<file path="src/rtl/lsu_controller.sv">
// rtl/lsu_controller.sv - load/store sequencer: decode strobes to valid/ack bus transaction with stall
// Handles lane steering, load extension, misalignment, illegal funct3, bus error and timeout.
module lsu_controller #(
  parameter int XLEN           = 32,
  parameter int TIMEOUT_CYCLES = 255
) (
  input  logic            clk,
  input  logic            rst,
  input  logic            mem_read,
  input  logic            mem_write,
  input  logic [2:0]      funct3,
  input  logic [XLEN-1:0] addr,
  input  logic [XLEN-1:0] store_data,
  output logic [XLEN-1:0] load_data,
  output logic            stall,
  output logic            misaligned,
  output logic            access_fault,
  output logic            bus_req,
  output logic            bus_we,
  output logic [XLEN-1:0] bus_addr,
  output logic [XLEN-1:0] bus_wdata,
  output logic [3:0]      bus_be,
  input  logic            bus_ack,
  input  logic [XLEN-1:0] bus_rdata,
  input  logic            bus_err
);

  localparam int CW = $clog2(TIMEOUT_CYCLES + 1);

  typedef enum logic [1:0] {S_IDLE, S_REQ, S_DONE} state_t;

  state_t          r_state;
  logic [CW-1:0]   r_cnt;
  logic [2:0]      r_funct3;
  logic [1:0]      r_off;

  logic            w_access;
  logic            w_fn_ok;
  logic            w_mis;
  logic            w_go;
  logic [CW-1:0]   w_cnt_nxt;
  logic [3:0]      w_be;
  logic [XLEN-1:0] w_wdata;
  logic [7:0]      w_byte;
  logic [15:0]     w_half;
  logic [XLEN-1:0] w_ext;

  assign w_access  = mem_read | mem_write;
  assign w_go      = w_access & w_fn_ok & ~w_mis;
  assign w_cnt_nxt = r_cnt + 1'b1;
  // stall is combinational so the core freezes in the very cycle the access is decoded
  assign stall     = ~rst & (((r_state == S_IDLE) & w_go) | (r_state == S_REQ));

  always_comb begin
    w_fn_ok = 1'b0;
    if (mem_write)
      w_fn_ok = (funct3 == 3'b000) | (funct3 == 3'b001) | (funct3 == 3'b010);
    else
      w_fn_ok = (funct3 == 3'b000) | (funct3 == 3'b001) | (funct3 == 3'b010) |
                (funct3 == 3'b100) | (funct3 == 3'b101);
  end

  always_comb begin
    w_mis = 1'b0;
    case (funct3[1:0])
      2'b01:   w_mis = addr[0];
      2'b10:   w_mis = (addr[1:0] != 2'b00);
      default: w_mis = 1'b0;
    endcase
  end

  always_comb begin
    w_be    = 4'b1111;
    w_wdata = store_data;
    if (mem_write) begin
      case (funct3[1:0])
        2'b00: begin
          w_be    = 4'b0001 << addr[1:0];
          w_wdata = {4{store_data[7:0]}};
        end
        2'b01: begin
          w_be    = addr[1] ? 4'b1100 : 4'b0011;
          w_wdata = {2{store_data[15:0]}};
        end
        default: begin
          w_be    = 4'b1111;
          w_wdata = store_data;
        end
      endcase
    end
  end

  always_comb begin
    w_byte = bus_rdata[7:0];
    case (r_off)
      2'b01:   w_byte = bus_rdata[15:8];
      2'b10:   w_byte = bus_rdata[23:16];
      2'b11:   w_byte = bus_rdata[31:24];
      default: w_byte = bus_rdata[7:0];
    endcase
    w_half = r_off[1] ? bus_rdata[31:16] : bus_rdata[15:0];
    case (r_funct3)
      3'b000:  w_ext = {{24{w_byte[7]}}, w_byte};
      3'b001:  w_ext = {{16{w_half[15]}}, w_half};
      3'b100:  w_ext = {24'h000000, w_byte};
      3'b101:  w_ext = {16'h0000, w_half};
      default: w_ext = bus_rdata;
    endcase
  end

  always_ff @(posedge clk or posedge rst) begin
    if (rst) begin
      r_state      <= S_IDLE;
      r_cnt        <= '0;
      r_funct3     <= 3'b000;
      r_off        <= 2'b00;
      load_data    <= '0;
      misaligned   <= 1'b0;
      access_fault <= 1'b0;
      bus_req      <= 1'b0;
      bus_we       <= 1'b0;
      bus_addr     <= '0;
      bus_wdata    <= '0;
      bus_be       <= 4'b0000;
    end else begin
      misaligned   <= 1'b0;
      access_fault <= 1'b0;
      case (r_state)
        S_IDLE: begin
          if (w_access) begin
            if (!w_fn_ok) begin
              access_fault <= 1'b1;
            end else if (w_mis) begin
              misaligned <= 1'b1;
            end else begin
              bus_req   <= 1'b1;
              bus_we    <= mem_write;
              bus_addr  <= {addr[XLEN-1:2], 2'b00};
              bus_wdata <= w_wdata;
              bus_be    <= w_be;
              r_funct3  <= funct3;
              r_off     <= addr[1:0];
              r_cnt     <= '0;
              r_state   <= S_REQ;
            end
          end
        end
        S_REQ: begin
          // an ack arriving in the expiry cycle wins over the timeout
          if (bus_ack) begin
            bus_req <= 1'b0;
            if (bus_err)
              access_fault <= 1'b1;
            else if (!bus_we)
              load_data <= w_ext;
            r_state <= S_DONE;
          end else if (w_cnt_nxt == CW'(TIMEOUT_CYCLES)) begin
            bus_req      <= 1'b0;
            access_fault <= 1'b1;
            r_cnt        <= w_cnt_nxt;
            r_state      <= S_DONE;
          end else begin
            r_cnt <= w_cnt_nxt;
          end
        end
        S_DONE:  r_state <= S_IDLE;
        default: r_state <= S_IDLE;
      endcase
    end
  end

endmodule

</file>
<file path="config.mk">
export PLATFORM = sky130hd
export DESIGN_NAME = lsu_controller
export DESIGN_NICKNAME = d
export VERILOG_FILES = /design/src/rtl/lsu_controller.sv
export SDC_FILE = /design/constraint.sdc
export NUM_CORES = 1
export LEC_CHECK = 0
export ABC_AREA = 1
export CAP_MARGIN = 20
export CORE_MARGIN = 2
export CORE_UTILIZATION = 24
export CTS_CLUSTER_SIZE = 28
export DETAILED_ROUTE_END_ITERATION = 16
export HOLD_SLACK_MARGIN = 0.03
export PLACE_DENSITY = 0.58
export SLEW_MARGIN = 15
export SYNTH_ARGS = -nofsm -noshare
export SYNTH_HDL_FRONTEND = slang
export SYNTH_SLANG_ARGS = --single-unit
</file>
<file path="constraint.sdc">
create_clock -name clk -period 4.1 [get_ports clk]
set_input_delay 0.615 -clock clk [delete_from_list [all_inputs] [get_ports clk]]
set_output_delay 0.615 -clock clk [all_outputs]
set_load 0.02 [all_outputs]
</file>
==> results.sh, run 1 <==
export IMPL_outcome="finished clean"
export IMPL_r2r_start="r_state[1]$_DFFE_PP0P_"
export IMPL_hp_start="bus_addr[31]$_DFFE_PP0P_"
export IMPL_antennaDiodeCount=0
export IMPL_required_ps=3480
export IMPL_die_w_um=156
export IMPL_critical_path_class="in2out"
export IMPL_top_level_ports=210
export IMPL_antenna_found_initial=0
export IMPL_dieHeight_um=156
export IMPL_final_nets=1015
export IMPL_final_cell_mix="308 x nand2_1, 207 x clkdlybuf4s50_1, 117 x dfrtp_1"
export IMPL_overflow=0
export IMPL_post_cts_buffers=0
export IMPL_h_tree_depth=4
export IMPL_avgSynthCellArea_um2=7.92
export IMPL_fin_skew_ps=13.9
export IMPL_regToRegEndpoint="bus_be[0]$_DFFE_PP0P_"
export IMPL_period_needed_ps=3470
export IMPL_rsz0062_at_grt="no"
export IMPL_synth_warnings=0
export IMPL_synthMuxAreaShare_pct=0
export IMPL_ant_nets=0
export IMPL_viasPerCell=4.46
export IMPL_routedWlPerCell_um=15.1
export IMPL_synth_distinct_cells=32
export IMPL_cts_sinks=117
export IMPL_clock_path_buffers=2
export IMPL_grt_pass1_wl_mm=28.6
export IMPL_synth_simple_area_share_pct=26.6
export IMPL_ff2ff_setup_slack_ps=2060
export IMPL_whs_path_depth=2
export IMPL_hp_class="reg2reg"
export IMPL_cts_root_buf="clkbuf_16"
export IMPL_drc=0
export IMPL_dp_hpwl_mm=13.2
export IMPL_total_power_mw=6.50
export IMPL_initial_core_util_pct=24.5
export IMPL_clk_latency_ps=430
export IMPL_synth_xor_area_share_pct=0.157
export IMPL_crit_path_max_fanout=8
export IMPL_p_per_area_nw_per_um2=768
export IMPL_arrival_ps=2860
export IMPL_cts_hold_fix_buffers=0
export IMPL_worst_slew_pin_slew_ps=690
export IMPL_reg2reg_depth=6
export IMPL_synth_top_family_by_area="simple AND/OR/NAND/NOR gates"
export IMPL_drive_gt1_share_pct=6.75
export IMPL_startpoint_type="primary input"
export IMPL_syn_inst=704
export IMPL_fmax_ghz=0.288
export IMPL_drtPass1Iterations=5
export IMPL_cp_end_kind="output pin"
export IMPL_setup_tns_ps=0
export IMPL_routed_wl_mm=18.1
export IMPL_finalSetupViolCount=0
export IMPL_grt_pass1_vias=5358
export IMPL_synth_adder_area_share_pct=1.12
export IMPL_dieArea_um2=24500
export IMPL_final_common_cell="nand2_1"
export IMPL_grt_max_degree=66
export IMPL_clkTransAtPathRegs_ps=60
export IMPL_ir_drop_mv=0.328
export IMPL_synth_seq_cells=117
export IMPL_drt_iter0_markers=269
export IMPL_rows=55
export IMPL_power_leakage_nw=3.90
export IMPL_slew_violations=0
export IMPL_track_usage_pct=15.0
export IMPL_vias=5366
export IMPL_syn_area_um2=5570
export IMPL_cts_tree="built"
export IMPL_post_route_period_util_pct=84.6
export IMPL_io_buffer_count=207
export IMPL_cts_repair_resize_count=0
export IMPL_gp_congestion=0.830
export IMPL_core_area_um2=22700
export IMPL_cts_inserted_buffers=17
export IMPL_relSlewSlack_pct=54.0
export IMPL_synth_compound_area_share_pct=12.1
export IMPL_drv_cap=0
export IMPL_final_hold_viol_count=0
export IMPL_syn_to_final_growth_pct=51.9
export IMPL_min_to="bus_addr[31]$_DFFE_PP0P_"
export IMPL_seq_area_frac_synth_pct=52.5
==> cell families after synthesis <==
kind of cell,after synthesis
flops,117
xor+xnor,1
fa+ha+maj,5
simple gates,369
compound gates,116
other cells,1
buf+inv,95
==> layer usage <==
metal	global-route usage, %	routed length, um
met1	19.2	8260
met2	24.0	8130
met3	5.51	1560
met4	3.93	170
met5	0	0
==> report_power, final <==
group | internal (mW) | leakage (nW) | switching [mW]
sequential | 1.68 | 1.45 | 0.351
combinational | 1.32 | 2.18 | 1.68
clock | 0.851 | 0.271 | 0.612
total | 3.85 | 3.90 | 2.64
==> critical path: stages <==
cell	delay (ps)
clkdlybuf4s50_1	530
inv_1	80
ha_1	290
inv_2	150
o21bai_1	70
nand2_1	130
a21oi_1	100
nor3_1	230
clkdlybuf4s50_1	660
==> area by class of cell <==
class	count	area [um2]
tap	285	357
inverter	63	241
clock inverter	14	143
multi-input combinational	493	2240
fill	2399	14200
timing repair buffer	213	2130
clock buffer	18	429
sequential	117	2930
==> synthesized netlist by cell type (all sizes together) <==
cell type  instances  area share [%]
inv               63             4.3
o21bai             1            0.13
a21oi             12             1.1
buf               27             2.8
nand3             28             2.6
or2                1            0.11
ha                 5             1.1
nor2              25             2.2
xor2               1            0.16
nor3b              1            0.13
a22oi              1            0.22
conb               1           0.067
nand2            311              21
o211ai            15             2.0
dfrtp            117              53
o21ai             50             4.5
a31oi              8            0.90
o21a               2            0.27
o22ai             27             3.0
nor3               3            0.47
clkbuf             5            0.34
==> registers in the layout (all words and copies together) (netlist names) <==
signal        cells
r_off             2
bus_we            1
bus_wdata        32
bus_req           1
r_funct3          3
r_state           2
access_fault      1
bus_addr         30
load_data        32
misaligned        1
bus_be            4
r_cnt             8
==> how the worst max path moves through the flow <==
stage / startpoint / endpoint / depth (start not counted)
floorplan: rst / access_fault$_DFF_PP0_ / 1
global placement: funct3[1] / stall / 9
detailed placement: funct3[1] / stall / 9
CTS: funct3[1] / stall / 9
global route: funct3[1] / stall / 9
finish: funct3[1] / stall / 9
==> metrics by stage <==
step	util [%]	area [um2]	hold WS (ps)	setup WS, ps	std cells
after floorplan	-	5580	507	384	705
after global placement	34.8	7890	454	642	1171
after detailed placement	34.8	7890	460	623	1171
after CTS	37.3	8460	476	618	1203
after global routing	37.3	8460	492	495	1203
final	37.3	8460	468	630	1203
Power figures use the tool's default switching activity.
==> run 2: changes to the inputs <==
- PLACE_DENSITY: 0.58 -> 0.6
- clock period: 4.1 -> 3.1 ns (I/O delays scaled with it)
==> results.sh, run 2 (same netlist as run 1, synthesis figures left out) <==
export IMPL_final_nets=1022
export IMPL_total_power_mw=8.66
export IMPL_swShare_pct=39.9
export IMPL_gp_congestion=0.804
export IMPL_rsz0062_at_grt="no"
export IMPL_power_leakage_nw=3.96
export IMPL_cp_end_kind="output pin"
export IMPL_cts_root_buf="clkbuf_16"
export IMPL_startpoint_type="primary input"
export IMPL_dpl_instance_area_um2=7960
export IMPL_post_cts_buffers=0
export IMPL_core_area_um2=22700
export IMPL_outcome="finished clean"
export IMPL_period_needed_ps=2610
export IMPL_fin_skew_ps=7.83
export IMPL_drv_cap=0
export IMPL_arrival_ps=2150
export IMPL_cts_inserted_buffers=17
export IMPL_drive_gt1_share_pct=7.46
export IMPL_relSlewSlack_pct=52.7
export IMPL_clock_path_buffers=2
export IMPL_cts_repair_resize_count=0
export IMPL_vias=5412
export IMPL_post_route_period_util_pct=84.2
export IMPL_cts_hold_fix_buffers=0
export IMPL_routedWlPerCell_um=15.0
export IMPL_crit_path_max_fanout=3
export IMPL_die_w_um=156
export IMPL_required_ps=2630
export IMPL_hp_class="in2async"
export IMPL_overflow=0
export IMPL_drc=0
export IMPL_track_usage_pct=15.2
export IMPL_grt_pass1_wl_mm=28.8
export IMPL_initial_core_util_pct=24.5
export IMPL_final_common_cell="nand2_1"
export IMPL_power_frac_comb_pct=45.7
export IMPL_final_hold_viol_count=0
export IMPL_cts_sinks=117
export IMPL_drtPass1Iterations=4
export IMPL_viasPerCell=4.47
export IMPL_ant_nets=0
export IMPL_intPower_mw=5.20
export IMPL_dp_hpwl_mm=13.1
export IMPL_fin_cells=1210
export IMPL_final_cell_mix="308 x nand2_1, 206 x clkdlybuf4s50_1, 117 x dfrtp_1"
export IMPL_pre_cts_ws_ps=39.7
export IMPL_slew_violations=0
export IMPL_syn_to_final_growth_pct=53.5
export IMPL_clk_latency_ps=410
export IMPL_h_tree_depth=4
export IMPL_fin_ws_ps=488
export IMPL_top_level_ports=210
export IMPL_fmax_ghz=0.383
export IMPL_antenna_found_initial=0
export IMPL_setup_tns_ps=0
export IMPL_finish_utilization_pct=37.7
export IMPL_holdWs_ps=359
export IMPL_finalSetupViolCount=0
export IMPL_p_sw_mw=3.46
export IMPL_drt_iter0_markers=284
export IMPL_worst_slew_pin_slew_ps=709
export IMPL_clkTransAtPathRegs_ps=60
export IMPL_cts_tree="built"
export IMPL_power_frac_seq_pct=31.4
export IMPL_io_buffer_count=207
export IMPL_dieHeight_um=156
export IMPL_antennaDiodeCount=0
export IMPL_p_per_area_nw_per_um2=1010
export IMPL_placedCellCount=1178
export IMPL_p_clk_share_pct=22.9
export IMPL_dieArea_um2=24500
export IMPL_grt_pass1_vias=5435
export IMPL_design_area_um2=8550
export IMPL_routed_wl_mm=18.1
export IMPL_rows=55
export IMPL_critical_path_class="in2out"
export IMPL_ir_drop_mv=0.455
export IMPL_reg_top3="bus_wdata: 32 flops, load_data: 32 flops, bus_addr: 30 flops"
export IMPL_grt_max_degree=65
## run 2: critical path, cell delays in order
cell and delay (ps):
clkdlybuf4s50_1 520, inv_1 80, ha_1 290, o21a_1 100, nand2_1 100, a21oi_1 90, nor3_1 230, dlymetal6s2s_1 270
## run 2: per-layer routing
metal	track usage, %	routed length (um)
met1	19.8	8290
met2	23.6	8000
met3	6.09	1610
met4	3.80	197
met5	0	0
## run 2: final timing paths
path,start,to,slack [ps],cells after the start
max,funct3[0],stall,490,8
min,rst,misaligned$_DFF_PP0_,360,2
max reg2reg,r_off[1]$_DFFE_PP0P_,load_data[26]$_DFFE_PP0P_,1100,7
min reg2reg,bus_addr[11]$_DFFE_PP0P_,bus_addr[11]$_DFFE_PP0P_,470,2
max in group asynchronous,rst,bus_addr[11]$_DFFE_PP0P_,1850,3
min in group clk,bus_addr[11]$_DFFE_PP0P_,bus_addr[11]$_DFFE_PP0P_,470,2
## run 2: area by class of cell
type / instances / area, um2
Clock buffer: 19 / 443
Clock inverter: 13 / 149
Fill cell: 2335 / 14200
Inverter: 63 / 243
Multi-Input combinational cell: 493 / 2240
Sequential cell: 117 / 2930
Tap cell: 285 / 357
Timing Repair Buffer: 220 / 2200
## run 2: power by group through the flow
stage / sequential (mW) / clock [mW] / combinational (mW)
global placement: 2.72 / 0 / 3.98
global route: 2.82 / 2.11 / 4.32
floorplan: 3.42 / 0 / 1.38
CTS: 2.73 / 2.03 / 4.01
finish: 2.72 / 1.98 / 3.96
detailed placement: 2.73 / 0 / 4.00
==> run 3: changes to the inputs <==
- clock period: 3.1 -> 2.2 ns (I/O delays scaled with it)
==> results.sh, run 3 (same netlist as run 1, synthesis figures left out) <==
export IMPL_dp_hpwl_mm=13.3
export IMPL_drt_iter0_markers=261
export IMPL_routed_wl_mm=18.1
export IMPL_antenna_found_initial=1
export IMPL_finalSetupViolCount=0
export IMPL_r2r_start="r_off[1]$_DFFE_PP0P_"
export IMPL_io_buffer_count=207
export IMPL_crit_path_max_incr_delay_ps=300
export IMPL_top_level_ports=210
export IMPL_dieHeight_um=156
export IMPL_slew_violations=0
export IMPL_overflow=0
export IMPL_drc=0
export IMPL_ir_drop_mv=0.661
export IMPL_crit_family="buffers and inverters"
export IMPL_die_w_um=156
export IMPL_holdWs_ps=336
export IMPL_rsz0062_at_grt="no"
export IMPL_rows=55
export IMPL_cts_tree="built"
export IMPL_placedCellCount=1196
export IMPL_p_per_area_nw_per_um2=1410
export IMPL_cp_cell_sequence="dlygate4sd2_1 > inv_1 > ha_1 > o21a_1 > nand2_1 > a21oi_1 > nor3_2 > buf_4"
export IMPL_period_needed_ps=1990
export IMPL_gp_congestion=0.801
export IMPL_startpoint_type="primary input"
export IMPL_initial_core_util_pct=24.5
export IMPL_viasPerCell=4.48
export IMPL_cts_sinks=117
export IMPL_grt_pass1_vias=5391
export IMPL_setup_tns_ps=0
export IMPL_grt_max_degree=54
export IMPL_clk_latency_ps=420
export IMPL_fin_cells=1230
export IMPL_cp_slowest_cell="ha_1"
export IMPL_cts_inserted_buffers=17
export IMPL_dpl_instance_area_um2=8170
export IMPL_cts_repair_resize_count=9
export IMPL_core_area_um2=22700
export IMPL_clock_path_buffers=2
export IMPL_power_leakage_nw=4.07
export IMPL_drv_cap=0
export IMPL_cts_hold_fix_buffers=0
export IMPL_final_hold_viol_count=0
export IMPL_hp_class="in2async"
export IMPL_dieArea_um2=24500
export IMPL_reg_top3="bus_wdata: 32 flops, load_data: 32 flops, bus_addr: 30 flops"
export IMPL_design_area_um2=8760
export IMPL_h_tree_depth=4
export IMPL_syn_to_final_growth_pct=57.2
export IMPL_final_nets=1040
export IMPL_drive_gt1_share_pct=9.54
export IMPL_outcome="finished clean"
export IMPL_path_buf_inv=3
export IMPL_clkTransAtPathRegs_ps=60
export IMPL_cp_end_kind="output pin"
export IMPL_ff2ff_setup_slack_ps=350
export IMPL_vias=5508
export IMPL_cts_root_buf="clkbuf_16"
export IMPL_routedWlPerCell_um=14.7
export IMPL_fmax_ghz=0.502
export IMPL_crit_path_max_fanout=3
export IMPL_fin_skew_ps=8.78
export IMPL_ant_nets=0
export IMPL_required_ps=1870
export IMPL_final_cell_mix="308 x nand2_1, 204 x clkdlybuf4s50_1, 117 x dfrtp_1"
export IMPL_reg2reg_depth=7
export IMPL_drtPass1Iterations=5
export IMPL_n_fill_cell=2326
export IMPL_grt_pass1_wl_mm=28.5
export IMPL_post_route_period_util_pct=90.5
export IMPL_final_common_cell="nand2_1"
export IMPL_post_cts_buffers=0
export IMPL_critical_path_class="in2out"
export IMPL_track_usage_pct=15.0
export IMPL_arrival_ps=1660
export IMPL_regToRegEndpoint="load_data[26]$_DFFE_PP0P_"
==> run 3: area by class of cell <==
type | count | area (um2) | area share, %
sequential | 117 | 2930 | 33.4
timing repair buffer | 238 | 2400 | 27.4
multi-input combinational | 493 | 2240 | 25.6
clock buffer | 17 | 425 | 4.86
tap | 285 | 357 | 4.07
inverter | 63 | 243 | 2.77
clock inverter | 15 | 159 | 1.81
antenna | 2 | 5.00 | 0.0571
==> run 3: worst max path at each step <==
stage,from,endpoint,depth (start not counted)
2_1_floorplan,funct3[1],stall,8
3_3_place_gp,funct3[0],stall,8
3_5_place_dp,funct3[0],stall,8
4_1_cts,funct3[0],stall,8
5_1_grt,funct3[0],stall,8
6_report,funct3[0],stall,8
==> run 3: where the power goes <==
group          internal, mW  leakage (nW)  switching [mW]
Sequential             3.14          1.45           0.651
Clock                  1.61         0.286            1.16
Combinational          2.59          2.34            3.17
==> run 3: per-stage QoR <==
step                      utilization (%)  setup WS, ps  power, mW
after detailed placement             36.0          -616       9.62
after global routing                 38.6          93.5       13.2
after floorplan                         -           408       6.76
after CTS                            38.5           168       12.5
final                                38.6           209       12.3
after global placement               36.0          -593       9.58
==> run 3: metal layers <==
| metal | vias up | track usage, % | part of all wire (%) |
|---|---|---|---|
| met5 | - | 0 | 0 |
| met1 | 2571 | 19.2 | 44 |
| met3 | 8 | 6.62 | 10 |
| met2 | 222 | 23.4 | 45 |
| met4 | 0 | 3.06 | 0.64 |
| li1 | 2707 | - | - |
